## config.mk

```make
export PLATFORM = sky130hd
export DESIGN_NAME = tbus_arb_flat
export DESIGN_NICKNAME = d
export VERILOG_FILES = /design/src/rtl/tbus_arb_if.sv /design/src/rtl/tbus_arb.sv /design/src/flat_wrapper.sv
export SDC_FILE = /design/constraint.sdc
export NUM_CORES = 1
export LEC_CHECK = 0
export BUFFER_PORTS_ARGS = -buffer_cell sky130_fd_sc_hd__clkbuf_2
export CORE_AREA = 2 2 306 308
export DETAILED_ROUTE_END_ITERATION = 10
export DIE_AREA = 0 0 308 310
export PLACE_DENSITY_LB_ADDON = 0.15
export SYNTH_ARGS = -nofsm -noshare
export SYNTH_HDL_FRONTEND = slang
export SYNTH_SLANG_ARGS = --single-unit
```

## constraint.sdc

```tcl
create_clock -name clock -period 1.9 [get_ports clock]
set_input_delay 0.475 -clock clock [delete_from_list [all_inputs] [get_ports clock]]
set_output_delay 0.475 -clock clock [all_outputs]
set_load 0.01 [all_outputs]
```

## src/rtl/tbus_arb_if.sv

```systemverilog
// Trinity-bus (tbus) request/response bundle.
// The "master" modport is the requester side and the "slave" modport is the responder side.
interface tbus_arb_if #(
   parameter int ADDR_W = 64,
   parameter int DATA_W = 64,
   parameter int TYPE_W = 2
);
   logic              index_valid;
   logic              index_ready;
   logic [ADDR_W-1:0] index;
   logic [DATA_W-1:0] write_data;
   logic [DATA_W-1:0] write_mask;
   logic [TYPE_W-1:0] operation_type;
   logic              operation_done;
   logic [DATA_W-1:0] read_data;

   modport master (
      output index_valid, index, write_data, write_mask, operation_type,
      input  index_ready, operation_done, read_data
   );

   modport slave (
      input  index_valid, index, write_data, write_mask, operation_type,
      output index_ready, operation_done, read_data
   );
endinterface

```

## src/rtl/tbus_arb.sv

```systemverilog
// Two-master to one-slave tbus arbiter.
// M0 is the speculative LSU port and is flushed by redirect_valid.
// M1 is a non-speculative requester and is never flushed.
// Grants are round-robin. At most one slave transaction is in flight.
// Responses are routed back to the master that owns the transaction.
module tbus_arb #(
   parameter int ADDR_W = 64,
   parameter int DATA_W = 64,
   parameter int TYPE_W = 2
) (
   input  logic       clock,
   input  logic       reset_n,
   input  logic       redirect_valid,
   tbus_arb_if.slave  m0,
   tbus_arb_if.slave  m1,
   tbus_arb_if.master s
);

   typedef enum logic [1:0] {
      IDLE  = 2'd0,
      ISSUE = 2'd1,
      WAIT  = 2'd2
   } state_t;

   state_t            state;
   state_t            state_nxt;

   logic              owner;      // 0 = M0, 1 = M1
   logic              rr_last;    // master granted most recently
   logic              drop;       // M0 was flushed after the slave accepted its request

   logic [ADDR_W-1:0] index_q;
   logic [DATA_W-1:0] wdata_q;
   logic [DATA_W-1:0] wmask_q;
   logic [TYPE_W-1:0] type_q;

   logic              m0_done_q;
   logic              m1_done_q;
   logic [DATA_W-1:0] m0_rdata_q;
   logic [DATA_W-1:0] m1_rdata_q;

   logic              req0;
   logic              req1;
   logic              grant_any;
   logic              grant_sel;
   logic              flush_m0;
   logic              accept;
   logic              done_fire;

   // Qualify requests, pick the round-robin winner, and decode the handshake events.
   always_comb begin
      // A flushed M0 request is never granted, even when M1 also requests.
      req0      = m0.index_valid & ~redirect_valid;
      req1      = m1.index_valid;
      grant_any = req0 | req1;
      grant_sel = (req0 & req1) ? ~rr_last : req1;
      flush_m0  = redirect_valid & (owner == 1'b0);
      accept    = (state == ISSUE) & s.index_ready;
      done_fire = (state == WAIT) & s.operation_done & ~drop & ~flush_m0;
   end

   // State register.
   // NOTE: all sequential state uses non-blocking assignments, so each register samples pre-edge values.
   always_ff @(posedge clock or negedge reset_n) begin
      if (!reset_n) begin
         state <= IDLE;
      end else begin
         state <= state_nxt;
      end
   end

   // Next-state logic.
   always_comb begin
      // NOTE: default first, so every path assigns state_nxt and no latch is inferred.
      state_nxt = state;
      unique case (state)
         IDLE:    if (grant_any) state_nxt = ISSUE;
         ISSUE:   if (accept) state_nxt = WAIT;
                  else if (flush_m0) state_nxt = IDLE;
         WAIT:    if (s.operation_done) state_nxt = IDLE;
         default: state_nxt = IDLE;
      endcase
   end

   // Ownership, round-robin history, and drop flag.
   always_ff @(posedge clock or negedge reset_n) begin
      if (!reset_n) begin
         owner   <= 1'b0;
         rr_last <= 1'b1;
         drop    <= 1'b0;
      end else begin
         unique case (state)
            IDLE: begin
               drop <= 1'b0;
               if (grant_any) begin
                  owner   <= grant_sel;
                  rr_last <= grant_sel;
               end
            end
            ISSUE: if (accept && flush_m0) drop <= 1'b1;
            WAIT: begin
               if (s.operation_done) drop <= 1'b0;
               else if (flush_m0)    drop <= 1'b1;
            end
            default: drop <= 1'b0;
         endcase
      end
   end

   // Latch the winner's payload at grant time. The payload then stays stable while the request is in flight.
   always_ff @(posedge clock or negedge reset_n) begin
      if (!reset_n) begin
         index_q <= '0;
         wdata_q <= '0;
         wmask_q <= '0;
         type_q  <= '0;
      end else if (state == IDLE && grant_any) begin
         index_q <= grant_sel ? m1.index          : m0.index;
         wdata_q <= grant_sel ? m1.write_data     : m0.write_data;
         wmask_q <= grant_sel ? m1.write_mask     : m0.write_mask;
         type_q  <= grant_sel ? m1.operation_type : m0.operation_type;
      end
   end

   // Register the completion one cycle after the slave's done. Only the owner sees it.
   always_ff @(posedge clock or negedge reset_n) begin
      if (!reset_n) begin
         m0_done_q  <= 1'b0;
         m1_done_q  <= 1'b0;
         m0_rdata_q <= '0;
         m1_rdata_q <= '0;
      end else begin
         m0_done_q  <= done_fire & ~owner;
         m1_done_q  <= done_fire &  owner;
         m0_rdata_q <= (done_fire && !owner) ? s.read_data : '0;
         m1_rdata_q <= (done_fire &&  owner) ? s.read_data : '0;
      end
   end

   // Drive the outputs. A flushed M0 receives no ready pulse, even when the slave accepts.
   always_comb begin
      s.index_valid     = (state == ISSUE);
      s.index           = index_q;
      s.write_data      = wdata_q;
      s.write_mask      = wmask_q;
      s.operation_type  = type_q;
      m0.index_ready    = accept & ~owner & ~redirect_valid;
      m1.index_ready    = accept &  owner;
      m0.operation_done = m0_done_q;
      m0.read_data      = m0_rdata_q;
      m1.operation_done = m1_done_q;
      m1.read_data      = m1_rdata_q;
   end

endmodule
```

## src/flat_wrapper.sv

```systemverilog
// flat-port wrapper written by rule: the top's interface ports become plain ports
module tbus_arb_flat 
#(
   parameter int ADDR_W = 64,
   parameter int DATA_W = 64,
   parameter int TYPE_W = 2
)
  (clock, reset_n, redirect_valid, m0_index_valid, m0_index, m0_write_data, m0_write_mask, m0_operation_type, m0_index_ready, m0_operation_done, m0_read_data, m1_index_valid, m1_index, m1_write_data, m1_write_mask, m1_operation_type, m1_index_ready, m1_operation_done, m1_read_data, s_index_valid, s_index, s_write_data, s_write_mask, s_operation_type, s_index_ready, s_operation_done, s_read_data);
  tbus_arb_if #(.ADDR_W(ADDR_W), .DATA_W(DATA_W), .TYPE_W(TYPE_W)) m0_i ();
  tbus_arb_if #(.ADDR_W(ADDR_W), .DATA_W(DATA_W), .TYPE_W(TYPE_W)) m1_i ();
  tbus_arb_if #(.ADDR_W(ADDR_W), .DATA_W(DATA_W), .TYPE_W(TYPE_W)) s_i ();
  input  logic clock;
  input  logic reset_n;
  input  logic redirect_valid;
  input wire logic [$bits(m0_i.index_valid)-1:0] m0_index_valid;
  input wire logic [$bits(m0_i.index)-1:0] m0_index;
  input wire logic [$bits(m0_i.write_data)-1:0] m0_write_data;
  input wire logic [$bits(m0_i.write_mask)-1:0] m0_write_mask;
  input wire logic [$bits(m0_i.operation_type)-1:0] m0_operation_type;
  output wire logic [$bits(m0_i.index_ready)-1:0] m0_index_ready;
  output wire logic [$bits(m0_i.operation_done)-1:0] m0_operation_done;
  output wire logic [$bits(m0_i.read_data)-1:0] m0_read_data;
  input wire logic [$bits(m1_i.index_valid)-1:0] m1_index_valid;
  input wire logic [$bits(m1_i.index)-1:0] m1_index;
  input wire logic [$bits(m1_i.write_data)-1:0] m1_write_data;
  input wire logic [$bits(m1_i.write_mask)-1:0] m1_write_mask;
  input wire logic [$bits(m1_i.operation_type)-1:0] m1_operation_type;
  output wire logic [$bits(m1_i.index_ready)-1:0] m1_index_ready;
  output wire logic [$bits(m1_i.operation_done)-1:0] m1_operation_done;
  output wire logic [$bits(m1_i.read_data)-1:0] m1_read_data;
  output wire logic [$bits(s_i.index_valid)-1:0] s_index_valid;
  output wire logic [$bits(s_i.index)-1:0] s_index;
  output wire logic [$bits(s_i.write_data)-1:0] s_write_data;
  output wire logic [$bits(s_i.write_mask)-1:0] s_write_mask;
  output wire logic [$bits(s_i.operation_type)-1:0] s_operation_type;
  input wire logic [$bits(s_i.index_ready)-1:0] s_index_ready;
  input wire logic [$bits(s_i.operation_done)-1:0] s_operation_done;
  input wire logic [$bits(s_i.read_data)-1:0] s_read_data;
  assign m0_i.index_valid = m0_index_valid;
  assign m0_i.index = m0_index;
  assign m0_i.write_data = m0_write_data;
  assign m0_i.write_mask = m0_write_mask;
  assign m0_i.operation_type = m0_operation_type;
  assign m0_index_ready = m0_i.index_ready;
  assign m0_operation_done = m0_i.operation_done;
  assign m0_read_data = m0_i.read_data;
  assign m1_i.index_valid = m1_index_valid;
  assign m1_i.index = m1_index;
  assign m1_i.write_data = m1_write_data;
  assign m1_i.write_mask = m1_write_mask;
  assign m1_i.operation_type = m1_operation_type;
  assign m1_index_ready = m1_i.index_ready;
  assign m1_operation_done = m1_i.operation_done;
  assign m1_read_data = m1_i.read_data;
  assign s_index_valid = s_i.index_valid;
  assign s_index = s_i.index;
  assign s_write_data = s_i.write_data;
  assign s_write_mask = s_i.write_mask;
  assign s_operation_type = s_i.operation_type;
  assign s_i.index_ready = s_index_ready;
  assign s_i.operation_done = s_operation_done;
  assign s_i.read_data = s_read_data;
  tbus_arb #(.ADDR_W(ADDR_W), .DATA_W(DATA_W), .TYPE_W(TYPE_W)) u_core (.clock(clock), .reset_n(reset_n), .redirect_valid(redirect_valid), .m0(m0_i), .m1(m1_i), .s(s_i));
endmodule
```

==> run_results.csv <==
group,metric,value,unit
outcome,status,"finished with violations",
outcome,violations,"negative setup slack",
pwr,p_per_area,1450,nW/µm²
logic_synthesis,synth_xor_area_share,0,%
pwr,p_leak,10.9,nW
cts,clk_latency,0.58,ns
cts,h-tree-depth,2,
logic_synthesis,synth-adder-area-share,0.353,%
logic_synthesis,synth_top_area_cell,"dfrtp_1",
cts,tritoncts,"done",
route,post_drt_wl_per_cell,19.1,µm
sta,finalCriticalPeriod,2.01,ns
critical_path,crit_fanout,3,
global_routing,antenna_found_initial,4,
route,drt-pass1-iter-count,4,
global_routing,grt_max_degree,66,
pwr,p_comb_share,40.3,%
sta,hold_viol,0,
critical_path,endpoint_kind,"primary output",
global_routing,grt_pass1_vias,14300,
placement,io_buffers,785,
cells_and_area,drive_gt1_share,53.0,%
logic_synthesis,synth-seq-area-share,58.1,%
logic_synthesis,avgSynthCellArea,10.3,µm²
cts,clkTransAtPathRegs,0.06,ns
logic_synthesis,yosysTopAreaCellShare,57.9,%
cts,cts_sinks,329,
sta,setup_ws,-0.113,ns
pwr,switching_share,37.8,%
cells_and_area,fin_util,23.9,%
floorplanning,die_width,308,µm
sta,finalHoldWorstSlack,0.102,ns
pwr,seq_power_share,33.3,%
route,finalWirelength,65900,µm
cells_and_area,fin_area,22100,µm²
logic_synthesis,synthSimpleGateAreaFrac,16.8,%
pwr,p_int,19.9,mW
sta,slew_viol_final,0,
min_path,hold_class,"in2reg",
cts,root_buffer,"clkbuf_16",
global_routing,track_usage,12.4,%
logic_synthesis,synth_top_family_by_area,"compound AO/OA/AOI/OAI gates",
route,vias_per_cell,3.83,
cts,cts_max_path_buffers,3,
sta,tightest_slew,0.480,ns
logic_synthesis,synth_fp_nets,1833,
global_routing,grt_pass1_wl,89900,µm
pwr,ir_worst_vdd,646,µV
sta,rsz0062_at_grt,"yes",
logic_synthesis,ys_types,34,
sta,clock_skew,0.0237,ns
placement,placed_area,20000,µm²
placement,dp_hpwl,47400,µm
logic_synthesis,synthTopCellsByArea,"dfrtp_1 (58%), a21oi_2 (12%), a21oi_1 (6.7%), and2_1 (5.7%), nor2_1 (5.3%)",
cells_and_area,syn_to_final_growth,56.0,%
critical_path,crit_type,"reg2out",
logic_synthesis,syn_inst,1370,
placement,place.gp.congestion,0.804,
pwr,clkPwrFrac,26.4,%
sta,setup_viol,3,
sta,setup_tns,-0.283,ns
floorplanning,core_area,92500,µm²
logic_synthesis,synth_area,14200,µm²
route,drt_iter0_markers,635,
sta,period_share,106,%
job,cap_viol_max_count,0,
route,route.detailed.drc,0,
floorplanning,rows,112,
critical_path,crit_arrival,1.54,ns
critical_path,critPathRequiredTime,1.42,ns
cells_and_area,fin_cells,3455,
floorplanning,ios,786,
global_routing,grt.overflow.total,0,
logic_synthesis,ys_warn_count,0,
floorplanning,die_y,310,µm
route,drtAntennaViolNets,0,
sta,maxSlewHeadroom,67.9,%
logic_synthesis,synth_seq_cells,329,
critical_path,start_kind,"flip-flop",
cts,cts_buffers,44,
floorplanning,start_util,15.3,%
route,via_count,13200,
logic_synthesis,synth_compound_area_share,19.5,%
sta,fmax,497,MHz
floorplanning,die_area,95500,µm²
pwr,switching_power,12.1,mW
placement,placedCellCount,3336,
logic_synthesis,synth.area.mux_share,0.0706,%
cells_and_area,fin_nets,2683,
==> per-stage QoR <==
stage,total power [mW],setup WS (ns)
floorplan,17.1,0.276
global placement,22.8,0.0670
detailed placement,22.8,0.0544
CTS,31.7,-0.230
global route,34.2,-0.208
finish,32.0,-0.113
==> layout by cell type, fill, tap and decap left out, types with 2 or more instances in the layout <==
master	count
ha_4	2
and2_4	3
clkinvlp_4	2
buf_6	8
bufinv_16	2
a21oi_1	188
and2_1	126
buf_8	2
dfrtp_1	327
a21oi_2	201
buf_16	2
buf_12	33
nand2_1	196
o21ai_0	2
buf_4	63
clkbuf_16	58
clkbuf_2	781
nor3_4	2
nor2_1	197
clkinv_2	5
clkbuf_1	11
diode_2	4
clkbuf_8	15
==> power groups by stage <==
| stage | registers (mW) | clock network (mW) | logic, mW |
|---|---|---|---|
| after floorplan | 11.6 | 0 | 5.49 |
| after global placement | 10.8 | 0 | 12.0 |
| after detailed placement | 10.8 | 0 | 12.0 |
| after CTS | 10.7 | 8.79 | 12.2 |
| after global routing | 11.0 | 9.06 | 14.2 |
| final | 10.7 | 8.45 | 12.9 |
==> synth_stat cells <==
cell / instances
or2b_1: 1
nand2_2: 1
buf_12: 11
clkbuf_1: 33
inv_1: 3
ha_1: 4
buf_4: 5
and3b_1: 1
a221oi_1: 1
nand3b_1: 1
o21a_1: 1
buf_2: 33
nor2_1: 199
nand3b_4: 1
clkbuf_2: 1
o21ai_0: 2
buf_1: 4
and2_1: 128
dfstp_2: 1
a21oi_2: 200
nor2b_2: 1
nor3_1: 3
nor2b_1: 1
nand2_1: 197
dfrtp_1: 328
o21ai_4: 1
clkbuf_4: 1
buf_6: 13
and2_4: 1
mux2i_1: 1
o32a_1: 1
a211o_1: 1
a21oi_1: 189
a22o_1: 1
==> cell families after synthesis <==
group,after synthesis
AOI/OAI and AO/OA,397
adders and majority gates,4
buffers and inverters,104
DFF,329
muxes,1
and+or+nand+nor,535
==> metal layers <==
| metal | wire [µm] | track usage [%] |
|---|---|---|
| met5 | 0 | 0 |
| met4 | 1970 | 4.36 |
| met3 | 5560 | 4.55 |
| met2 | 34200 | 22.3 |
| met1 | 24200 | 13.2 |
==> worst max-delay path, cell delays in order, from the launching register on <==
cell and delay (ns):
dfrtp_1 0.39, inv_2 0.09, ha_4 0.15, nand2_4 0.06, nor3_4 0.12, clkbuf_8 0.16
==> registers in the layout (all words and copies together), names as in the netlist <==
name / cells
u_core.s.index: 64
u_core.rr_last: 1
u_core.m1.read_data: 64
u_core.drop: 1
u_core.state: 2
u_core.s.write_mask: 64
u_core.m0.read_data: 64
u_core.m0.operation_done: 1
u_core.owner: 1
u_core.m1.operation_done: 1
u_core.s.operation_type: 2
u_core.s.write_data: 64
==> final cells by class <==
type	count	area, µm²
flip-flops and latches	329	8240
fillers	10200	70400
clock buffers	69	1340
multi-input cells	937	5300
well taps	1197	1500
clock inverters	11	125
diodes	4	10.0
inverters	3	13.8
repair buffers	905	5590
==> path summary, 6_finish.rpt <==
path | startpoint | to | slack (ns) | cells past startpoint
hold reg to reg | u_core.s.write_data[34]$_DFFE_PN0P_ | u_core.s.write_data[34]$_DFFE_PN0P_ | 0.51 | 2
max in group asynchronous | reset_n | u_core.s.write_data[54]$_DFFE_PN0P_ | 0.80 | 3
min in group asynchronous | reset_n | u_core.m1.read_data[28]$_DFF_PN0_ | 0.39 | 2
setup reg to reg | u_core.state[0]$_DFFE_PN0P_ | u_core.m0.read_data[63]$_DFF_PN0_ | 0.03 | 8
hold / removal | m0_write_mask[54] | u_core.s.write_mask[54]$_DFFE_PN0P_ | 0.10 | 3
setup / recovery | u_core.state[1]$_DFFE_PN0P_ | m0_index_ready | -0.11 | 5
==> timing repair <==
item,in CTS,in global routing
setup endpoints to repair,3,114
gates cloned,0,14
buffers inserted,4,16
pin swaps,3,5
endpoints found under the hold margin,10,0
hold buffers,1,0
gates resized for setup,11,22
(Power assumes the default switching activity.)
